**src/rtl/servo_pose_sequencer.sv**
```systemverilog
// servo_pose_sequencer
// N-channel PWM servo pose sequencer. A table of up to NSTEP poses holds one
// pulse-width target per channel. Each frame start slews every channel toward
// its target by at most SLEW counts. A step completes once all channels have
// sat on target for SETTLE whole frames, then the next pose is loaded.
//
// Optional build macro: SERVO_SEQ_LOOP_EN adds the LOOP input. When LOOP is
// sampled high on START, completing the last step pulses DONE and wraps back
// to step 0 instead of returning to idle.
//
// Control handshake: START and ABORT are single-cycle pulses with no
// back-pressure. START is taken only while BUSY=0; ABORT acts only while
// BUSY=1 and beats a simultaneous START. WR_EN is a fire-and-forget strobe,
// taken only while BUSY=0 with in-range WR_STEP/WR_CH, otherwise dropped.
module servo_pose_sequencer #(
   parameter int NCH     = 3,
   parameter int NSTEP   = 8,
   parameter int PW_W    = 20,
   parameter int FRAME   = 2000000,
   parameter int SLEW    = 4096,
   parameter int SETTLE  = 5,
   parameter int HOME_PW = 150000,
   localparam int SW     = (NSTEP > 1) ? $clog2(NSTEP) : 1,
   localparam int CW     = (NCH > 1) ? $clog2(NCH) : 1
) (
   input  logic            CLK,
   input  logic            RST_N,
   input  logic            START,
   input  logic            ABORT,
`ifdef SERVO_SEQ_LOOP_EN
   input  logic            LOOP,
`endif
   input  logic [SW-1:0]   LAST_STEP,
   input  logic            WR_EN,
   input  logic [SW-1:0]   WR_STEP,
   input  logic [CW-1:0]   WR_CH,
   input  logic [PW_W-1:0] WR_DATA,
   output logic [NCH-1:0]  PWM,
   output logic            BUSY,
   output logic            DONE,
   output logic [SW-1:0]   STEP,
   output logic            AT_TARGET
);

   localparam int FW         = (FRAME > 1) ? $clog2(FRAME) : 1;
   localparam int MW         = (FW > PW_W) ? FW : PW_W;
   localparam int SETTLE_EFF = (SETTLE < 1) ? 1 : SETTLE;
   localparam int STW        = $clog2(SETTLE_EFF + 1);
   localparam logic [PW_W-1:0] SLEW_PW = PW_W'(SLEW);

   typedef enum logic [1:0] {
      S_IDLE   = 2'd0,
      S_MOVE   = 2'd1,
      S_SETTLE = 2'd2
   } state_t;

   state_t            state_q, state_d;
   logic [FW-1:0]     fcnt_q;
   logic              frame_start;
   logic [PW_W-1:0]   cur_q   [NCH];
   logic [PW_W-1:0]   tgt_q   [NCH];
   logic [PW_W-1:0]   cur_tgt [NCH];
   logic [PW_W-1:0]   eff_tgt [NCH];
   logic [PW_W-1:0]   slew_nxt[NCH];
   logic [PW_W-1:0]   tbl_q   [NSTEP][NCH];
   logic [NCH-1:0]    pwm_q;
   logic [SW-1:0]     step_q, step_d;
   logic [SW-1:0]     last_q, last_d;
   logic [STW-1:0]    scnt_q, scnt_d;
   logic              done_q, done_d;
   logic              load_en;
   logic [SW-1:0]     load_idx;
   logic              abort_act;
   logic              all_at_nxt;
   logic              all_at_now;
   logic              wr_ok;
`ifdef SERVO_SEQ_LOOP_EN
   logic              loop_q, loop_d;
`endif

   // One slew step: jump to target when within SLEW, else move SLEW toward it.
   function automatic logic [PW_W-1:0] slew_step(input logic [PW_W-1:0] cur,
                                                 input logic [PW_W-1:0] tgt);
      logic [PW_W-1:0] diff;
      if (tgt >= cur) begin
         diff = tgt - cur;
         return (diff <= SLEW_PW) ? tgt : cur + SLEW_PW;
      end else begin
         diff = cur - tgt;
         return (diff <= SLEW_PW) ? tgt : cur - SLEW_PW;
      end
   endfunction

   assign frame_start = (fcnt_q == '0);
   assign abort_act   = ABORT && (state_q != S_IDLE);
   assign wr_ok       = WR_EN && (state_q == S_IDLE)
                        && (32'(WR_STEP) < NSTEP) && (32'(WR_CH) < NCH);

   // Per-channel targets: idle (or aborting) pins the target to the current
   // width so nothing moves; otherwise the loaded pose is the target.
   always_comb begin
      all_at_nxt = 1'b1;
      all_at_now = 1'b1;
      for (int i = 0; i < NCH; i++) begin
         cur_tgt[i]  = (state_q == S_IDLE) ? cur_q[i] : tgt_q[i];
         eff_tgt[i]  = abort_act ? cur_q[i] : cur_tgt[i];
         slew_nxt[i] = slew_step(cur_q[i], eff_tgt[i]);
         if (slew_nxt[i] != tgt_q[i]) all_at_nxt = 1'b0;
         if (cur_q[i] != cur_tgt[i])  all_at_now = 1'b0;
      end
   end

   // Sequencer next-state. A step completes at the frame start that closes
   // SETTLE whole frames on target: the counter is 1 on the first at-target
   // frame start and completion fires when a further one arrives at SETTLE.
   always_comb begin
      state_d  = state_q;
      step_d   = step_q;
      last_d   = last_q;
      scnt_d   = scnt_q;
      done_d   = 1'b0;
      load_en  = 1'b0;
      load_idx = step_q;
`ifdef SERVO_SEQ_LOOP_EN
      loop_d   = loop_q;
`endif
      case (state_q)
         S_IDLE: begin
            if (START && !ABORT) begin
               last_d   = (32'(LAST_STEP) > NSTEP - 1) ? SW'(NSTEP - 1) : LAST_STEP;
               step_d   = '0;
               load_en  = 1'b1;
               load_idx = '0;
               scnt_d   = '0;
               state_d  = S_MOVE;
`ifdef SERVO_SEQ_LOOP_EN
               loop_d   = LOOP;
`endif
            end
         end
         S_MOVE: begin
            if (ABORT) begin
               state_d = S_IDLE;
            end else if (frame_start && all_at_nxt) begin
               state_d = S_SETTLE;
               scnt_d  = STW'(1);
            end
         end
         S_SETTLE: begin
            if (ABORT) begin
               state_d = S_IDLE;
            end else if (frame_start) begin
               if (!all_at_nxt) begin
                  scnt_d  = '0;
                  state_d = S_MOVE;
               end else if (scnt_q >= STW'(SETTLE_EFF)) begin
                  scnt_d = '0;
                  if (step_q == last_q) begin
                     done_d  = 1'b1;
                     state_d = S_IDLE;
`ifdef SERVO_SEQ_LOOP_EN
                     if (loop_q) begin
                        step_d   = '0;
                        load_en  = 1'b1;
                        load_idx = '0;
                        state_d  = S_MOVE;
                     end
`endif
                  end else begin
                     step_d   = step_q + 1'b1;
                     load_en  = 1'b1;
                     load_idx = step_q + 1'b1;
                     state_d  = S_MOVE;
                  end
               end else begin
                  scnt_d = scnt_q + 1'b1;
               end
            end
         end
         default: state_d = S_IDLE;
      endcase
   end

   // Sequencer state and bookkeeping registers.
   always_ff @(posedge CLK or negedge RST_N) begin
      if (!RST_N) begin
         state_q <= S_IDLE;
         step_q  <= '0;
         last_q  <= '0;
         scnt_q  <= '0;
         done_q  <= 1'b0;
`ifdef SERVO_SEQ_LOOP_EN
         loop_q  <= 1'b0;
`endif
      end else begin
         state_q <= state_d;
         step_q  <= step_d;
         last_q  <= last_d;
         scnt_q  <= scnt_d;
         done_q  <= done_d;
`ifdef SERVO_SEQ_LOOP_EN
         loop_q  <= loop_d;
`endif
      end
   end

   // Frame counter, 0..FRAME-1.
   always_ff @(posedge CLK or negedge RST_N) begin
      if (!RST_N) begin
         fcnt_q <= '0;
      end else if (fcnt_q == FW'(FRAME - 1)) begin
         fcnt_q <= '0;
      end else begin
         fcnt_q <= fcnt_q + 1'b1;
      end
   end

   // Current widths slew once per frame; targets load on START or step advance.
   always_ff @(posedge CLK or negedge RST_N) begin
      if (!RST_N) begin
         for (int i = 0; i < NCH; i++) begin
            cur_q[i] <= PW_W'(HOME_PW);
            tgt_q[i] <= PW_W'(HOME_PW);
         end
      end else begin
         for (int i = 0; i < NCH; i++) begin
            if (frame_start) cur_q[i] <= slew_nxt[i];
            if (load_en)     tgt_q[i] <= tbl_q[load_idx][i];
         end
      end
   end

   // Registered PWM compare, one cycle behind the frame counter.
   always_ff @(posedge CLK or negedge RST_N) begin
      if (!RST_N) begin
         pwm_q <= '0;
      end else begin
         for (int i = 0; i < NCH; i++) begin
            pwm_q[i] <= (MW'(fcnt_q) < MW'(cur_q[i]));
         end
      end
   end

   // Pose table storage; deliberately not reset.
   always_ff @(posedge CLK) begin
      if (wr_ok) tbl_q[WR_STEP][WR_CH] <= WR_DATA;
   end

   assign PWM       = pwm_q;
   assign BUSY      = (state_q != S_IDLE);
   assign DONE      = done_q;
   assign STEP      = step_q;
   assign AT_TARGET = all_at_now;

endmodule

```
**config.mk**
```make
export PLATFORM = sky130hd
export DESIGN_NAME = servo_pose_sequencer
export DESIGN_NICKNAME = d
export VERILOG_FILES = /design/src/rtl/servo_pose_sequencer.sv
export SDC_FILE = /design/constraint.sdc
export NUM_CORES = 1
export LEC_CHECK = 0
export CELL_PAD_IN_SITES_DETAIL_PLACEMENT = 0
export CELL_PAD_IN_SITES_GLOBAL_PLACEMENT = 2
export CORE_ASPECT_RATIO = 0.8
export CORE_MARGIN = 4
export CORE_UTILIZATION = 24
export CTS_CLUSTER_DIAMETER = 120
export DETAILED_ROUTE_END_ITERATION = 10
export HOLD_SLACK_MARGIN = 0.06
export PLACE_DENSITY_LB_ADDON = 0.1
export SETUP_SLACK_MARGIN = 0.5
export SYNTH_ARGS = -nofsm -noshare
export SYNTH_HDL_FRONTEND = slang
export SYNTH_SLANG_ARGS = --single-unit
```
**constraint.sdc**
```tcl
create_clock -name CLK -period 7.7 [get_ports CLK]
set_input_delay 0.77 -clock CLK [delete_from_list [all_inputs] [get_ports CLK]]
set_output_delay 0.77 -clock CLK [all_outputs]
set_load 0.005 [all_outputs]
```
### Word-level counts from Yosys, hierarchy flattened

Memories as Yosys holds them, arrays and structs flattened. A register that Yosys moved wholly into a read port is not among the register bits.
Index checks and enable logic that the tools add are counted.

| cells by class | value |
|---|---|
| reductions and logical operators | 15 |
| mux-type cells | 63 |
| bitwise logic cells | 1 |
| magnitude comparators | 16 |
| equality and inequality tests | 18 |
| $add $sub $neg | 15 |

Operator list:

| cell | number |
|---|---|
| $mux W20 | 16 |
| $le A20 B13 Y1 const B | 6 |
| $ne A20 B20 Y1 | 6 |
| $sub A20 B20 Y20 | 6 |
| $lt A21 B20 Y1 | 3 |
| $add A20 B13 Y20 const B | 3 |
| $ge A20 B20 Y1 | 3 |
| $mux W60 | 1 |
| $sub A20 B13 Y20 const B | 3 |
| $demux W20 S2 | 1 |
| $mux W3 | 13 |
| $add A21 B1 Y21 const B | 1 |
| $eq A21 B21 Y1 const B | 1 |
| $logic_not A21 Y1 | 1 |
| $mux W21 | 1 |
| $mux W1 | 20 |
| $mux W2 | 7 |
| $pmux W3 S3 | 1 |
| $ne A2 B2 Y1 const B | 4 |
| $add A3 B1 Y3 const B | 2 |
| $ge A3 B3 Y1 const B | 2 |
| $logic_and A1 B1 Y1 | 6 |
| $ne A3 B3 Y1 const B | 2 |
| $pmux W2 S3 | 1 |
| other kinds (17) | 18 |

| word-level totals | value |
|---|---|
| logic and storage cells | 139 |
| bits of input ports | 33 |
| memory bits (writable) | 480 |
| output and inout port bits | 9 |
| register bits after elaboration | 96 |
| memories | 1 |

Memory list:

| name | depth | bits a word | rd ports | clocked after memory_dff | write ports | RTL line | text |
|---|---|---|---|---|---|---|---|
| tbl_q | 8 | 60 | 1 | 1 | 1 | 65 | `logic [PW_W-1:0] tbl_q [NSTEP][NCH];` |

### Longest topological paths before layout

| logic depth | value |
|---|---|
| depth in word-level cells | 15 |
| mapped depth | 37 |
| gate-level depth less buffers | 25 |

### Worst setup path before layout

OpenSTA, ideal clock, no wires.

| path | value |
|---|---|
| path kind | input to register |
| start point | in ABORT |
| end point | reg tgt_q[19] (netlist bit) (read register of tbl_q) |
| cell stages on the path | 33 |
| arrival time | 7.794 ns |
| buffers on the path | 11 |
| path slack | -0.188 ns |
| path through | clkbuf_1 nor2_1 clkbuf_1 clkbuf_1 buf_1 clkbuf_1 buf_1 mux2i_1 inv_1 ha_1 buf_6 a21o_4 a311oi_1 o2111ai_1 a2111o_1 a2111oi_2 a31o_1 nand3_2 mux2_4 buf_6 a2bb2oi_1 o2111a_1 nand4_1 nor4_2 and4_1 buf_2 buf_6 buf_6 mux2_2 a211oi_1 o32a_1 mux2i_1 a221oi_2 |

| between the ends | value |
|---|---|
| longest elaborated chain between the ends | 14 |

RTL lines:

| item | RTL line | text |
|---|---|---|
| start, declared | 29 | `input logic ABORT,` |
| $logic_and A1 B1 Y1 | 95 | `assign abort_act = ABORT && (state_q != S_IDLE);` |
| $mux W20 | 106 | `eff_tgt[i] = abort_act ? cur_q[i] : cur_tgt[i];` |
| $sub A20 B20 Y20, on equally long branches | 89, 86 |  |
| $le A20 B13 Y1, on equally long branches | 90, 87 |  |
| $mux W20, on equally long branches | 90, 87 |  |
| $mux W20 | 85 | `if (tgt >= cur) begin` |
| $ne A20 B20 Y1 | 108 | `if (slew_nxt[i] != tgt_q[i]) all_at_nxt = 1'b0;` |
| $mux W1 (3 in series) | 108 |  |
| $mux W3 / $mux W1 (equally long branches) | n/a |  |
| $mux W3 / $mux W1 (equally long branches) | 152 | `end else if (frame_start) begin` |
| $mux W3 / $mux W1 (equally long branches) | 150 | `if (ABORT) begin` |
| $pmux W3 S2 / $pmux W1 S2 (equally long branches) | 127 | `case (state_q)` |
| end, declared | 61 | `logic [PW_W-1:0] tgt_q [NCH];` |

Parallel ways exist; a longest one is shown, timed or not.
A chain may end at the register's enable or synchronous reset.

### Worst setup path after layout

| path | value |
|---|---|
| start point | reg state_q[0] |
| end point | reg tgt_q[53] (netlist bit) (read register of tbl_q) |

| between the ends | value |
|---|---|
| longest elaborated chain between the ends | 15 |

RTL lines:

| item | RTL line | text |
|---|---|---|
| start, declared | 57 | `state_t state_q, state_d;` |
| start signal, assigned | 196 | `state_q <= state_d;` |
| $logic_not A2 Y1 / $reduce_bool A2 Y1 (equally long branches) | 105, 127, 95 |  |
| $mux W20 / $logic_and A1 B1 Y1 (equally long branches) | 105, 95 |  |
| $mux W20 | 106 |  |
| $sub A20 B20 Y20, on equally long branches | 89, 86 |  |
| $le A20 B13 Y1, on equally long branches | 90, 87 |  |
| $mux W20, on equally long branches | 90, 87 |  |
| $mux W20 | 85 |  |
| $ne A20 B20 Y1 | 108 |  |
| $mux W1 (3 in series) | 108 |  |
| $mux W3 / $mux W1 (equally long branches) | n/a |  |
| $mux W3 / $mux W1 (equally long branches) | 152 |  |
| $mux W3 / $mux W1 (equally long branches) | 150 |  |
| $pmux W3 S2 / $pmux W1 S2 (equally long branches) | 127 |  |

Parallel ways exist; a longest one is shown, timed or not.

==> metrics.txt <==
clk slew on worst S/H paths=~0.060 ns; largest net degree at the start of global routing=roughly 180; # port buffers=between 40 and 50; Peak VDD IR=roughly 0.16 mV; Worst R2R End=tgt_q[53]$_DFFE_PN0P_; top post-synthesis cells by count=nand2_1, edfxtp_1, nor2_1; fin nets=about 5000; EDFF count, synth=480; Slew @ Worst Pin=slightly above 1 ns; met1 Resource Use GR=between 20 and 30%; detailed placer's ending HPWL=124.6 mm; ranking of synthesized cells by area=edfxtp_1, nand2_1, dfrtp_1; post-DR vias/cell=about 5.0; Critical Path AT=7.57 ns; Seq/Total Area, Yosys=between 40% and 50%; Ports=42; global-route wire length before repair=about 260 mm; initial antenna violation count=16; CP Class=flip-flop to flip-flop; max-cap violations=0; Routed Antenna Nets=0; leakage power=around 22 nW; PD cells=~310 nW/um2; CP max stage delay=~0.4 ns; Period minus WS final=approximately 7 ns; Post-CTS Hold Fix Bufs=0; Num CTS Buffers=just over 80; DR vias=36380; crit path launch=state_q[0]$_DFFE_PN0P_; Setup Skew=0.03413 ns; Root Driver=clkbuf_16; fillcell total=approximately 18000; Clk Latency, worst-skew pair=0.69 ns; core area=175200 um2; GRT busiest layer=met2; CP Capture Type=flip-flop; Longest Clk Path Bufs=3; share of layout cells above drive strength 1=a little over a quarter; Setup crit start kind=flip-flop; vias in the first global route=around 35000; critical path peak fanout=11; clk sinks=636; Die Y=approximately 380 um; worst flop-to-flop path startpoint=state_q[0]$_DFFE_PN0P_; final instance area=around 55000 um2; status=complete, no violations; final setup vio count=0; first drt pass iteration count=6; Synth area leader=edfxtp_1; area grow syn2layout=28.72%; most common flop cell mapped by yosys=edfxtp_1; FF-to-FF setup slack=around 0.70 ns; Max Freq=around 0.14 GHz; Net Count, Synth=between 4000 and 5000; initial core utilization=around a quarter; GP Congestion=about 0.83; grt ovf=0; Tcrit/Tclk final=between 90% and 100%; Hold Vio Cnt, Final=0; Synth Cell Area=around 42000 um2; CP max-delay cell=o211ai_1; Total Wirelength=180.0 mm; HP Class=input port to async pin; routed len/inst=24.63 um; WP data required=a little over 8 ns; CP dominant cell by count=buf_4; yosys warns=0; Yosys reg bits=around 640; RSZ-0062 raised after global routing=yes; met3 Track Usage GR=2.218%; setup tns final=0 ns; async set-reset flop share out of synthesis=about a quarter; Post-Synthesis Cells=~4400; Max-slew headroom=32.47%; CTS tree=done; Final Util=between 30% and 40%; max-slew violations=0; Area after DPL=just under 50000 um2; post-synth top area share=between 30% and 40%; Distinct cells, synth=about 110; cells on worst reg2reg path=34; most common cell in the netlist=nand2_1; Avg Inst Size Synth=~9.6 um2; Initial DRC Count=between 2000 and 3000; global-route met2 utilization=between 20% and 30%; DIE AREA=183800 um2; H-tree levels=3; DRC=0; Row Count=between 100 and 150; Horiz. Die Dim=about 480 um; Tot GR Track Use=18.79%
## power breakdown
| part | switching (mW) | internal, mW | leakage (nW) | total, mW |
|---|---|---|---|---|
| clock network | 1.65 | 2.17 | 1.28 | 3.82 |
| logic | 4.73 | 3.86 | 14.2 | 8.58 |
| registers | 0.547 | 3.99 | 6.10 | 4.54 |
| total | 6.92 | 10.0 | 21.6 | 16.9 |
## critical path: cells and delay by family (launching register included)
family          cells  cell delay [ns]
mux                 3             0.69
xor+xnor            1             0.23
simple gates        8             1.47
buf+inv            12             1.75
compound gates      8             1.89
fa+ha+maj           2             0.41
flops               1             0.37
## kinds of logic (layout without fill, tap and decap cells)
family / after synthesis / count (layout) / share of synthesized area [%]
AOI/OAI and AO/OA: 1196 / 1196 / 20.82
xor gates and xnor gates: 174 / 174 / 3.589
adders and majority gates: 189 / 189 / 5.569
buffers and inverters: 462 / 989 / 4.974
DFF: 636 / 636 / 43.28
muxes: 237 / 238 / 5.832
other: 0 / 8 / 0
and+or+nand+nor: 1515 / 1515 / 15.93
## timing repair
item | in CTS | in global routing
endpoints found under the setup margin | 62 | 62
gates cloned | 2 | 8
gates resized for setup | 70 | 274
pin swaps | 24 | 99
buffers inserted | 9 | 60
## metal layers
| layer | routed length [um] | vias up |
|---|---|---|
| met3 | 7048 | 170 |
| met2 | 78290 | 703 |
| met1 | 89940 | 18210 |
| met5 | 0 | - |
| met4 | 4685 | 0 |
| li1 | - | 17290 |
## through the flow
step	hold slack (ns)	instances	total power, mW	setup slack, ns
floorplan	0.4744	4409	8.579	0.5301
global placement	0.5154	7068	12.22	-0.6053
detailed placement	0.5206	7068	12.11	-0.5562
CTS	0.1121	7232	16.29	0.5027
global route	0.1398	7304	17.97	0.4540
finish	0.1414	7308	16.95	0.6950
## state kept, by name, indices dropped and copies added, names as in the netlist
name,flops
DONE,1
PWM,3
STEP,3
cur_q,60
fcnt_q,21
last_q,3
scnt_q,3
state_q,2
tbl_q,480
tgt_q,60
## how the worst max path moves through the flow
stage / slack, ns / cells past startpoint / end
2_1_floorplan: 0.53 / 33 / tgt_q[19]$_DFFE_PN0P_
3_3_place_gp: -0.61 / 27 / tgt_q[31]$_DFFE_PN1P_
3_5_place_dp: -0.56 / 28 / tgt_q[53]$_DFFE_PN0P_
4_1_cts: 0.50 / 33 / tgt_q[20]$_DFFE_PN0P_
5_1_grt: 0.45 / 32 / tgt_q[39]$_DFFE_PN0P_
6_report: 0.70 / 34 / tgt_q[53]$_DFFE_PN0P_
## cell usage in the layout (no fill, tap or decap), types with 28 or more instances in the layout
master and count:
nand2_1 758, buf_4 532, edfxtp_1 480, nor2_1 315, a21oi_1 226, ha_1 151, o21ai_0 148, inv_1 147
mux2i_1 145, o22ai_1 121, dfrtp_1 107, xnor2_1 99, clkbuf_16 91, nand2b_1 80, buf_12 80, xor2_1 72
a211oi_1 66, mux2_2 65, o221ai_1 62, a221oi_2 61, o221a_2 60, o32a_1 60, a21o_1 57, o21ai_1 52
nand3_1 51, dfstp_2 48, nor3_1 46, nand4_1 45, clkdlybuf4s50_1 38, nor2_2 33, a211oi_2 28
## cell type report
type | count | area (um2) | share of cell area, %
diodes | 8 | 20.02 | 0.03663
clock inverters | 40 | 379.1 | 0.6937
well taps | 2363 | 2957 | 5.410
repair buffers | 681 | 6495 | 11.88
multi-input cells | 3312 | 23620 | 43.22
clock buffers | 113 | 2220 | 4.061
inverters | 155 | 581.8 | 1.065
flip-flops and latches | 636 | 18380 | 33.63
Note: power is estimated with default switching activity, not from simulation.
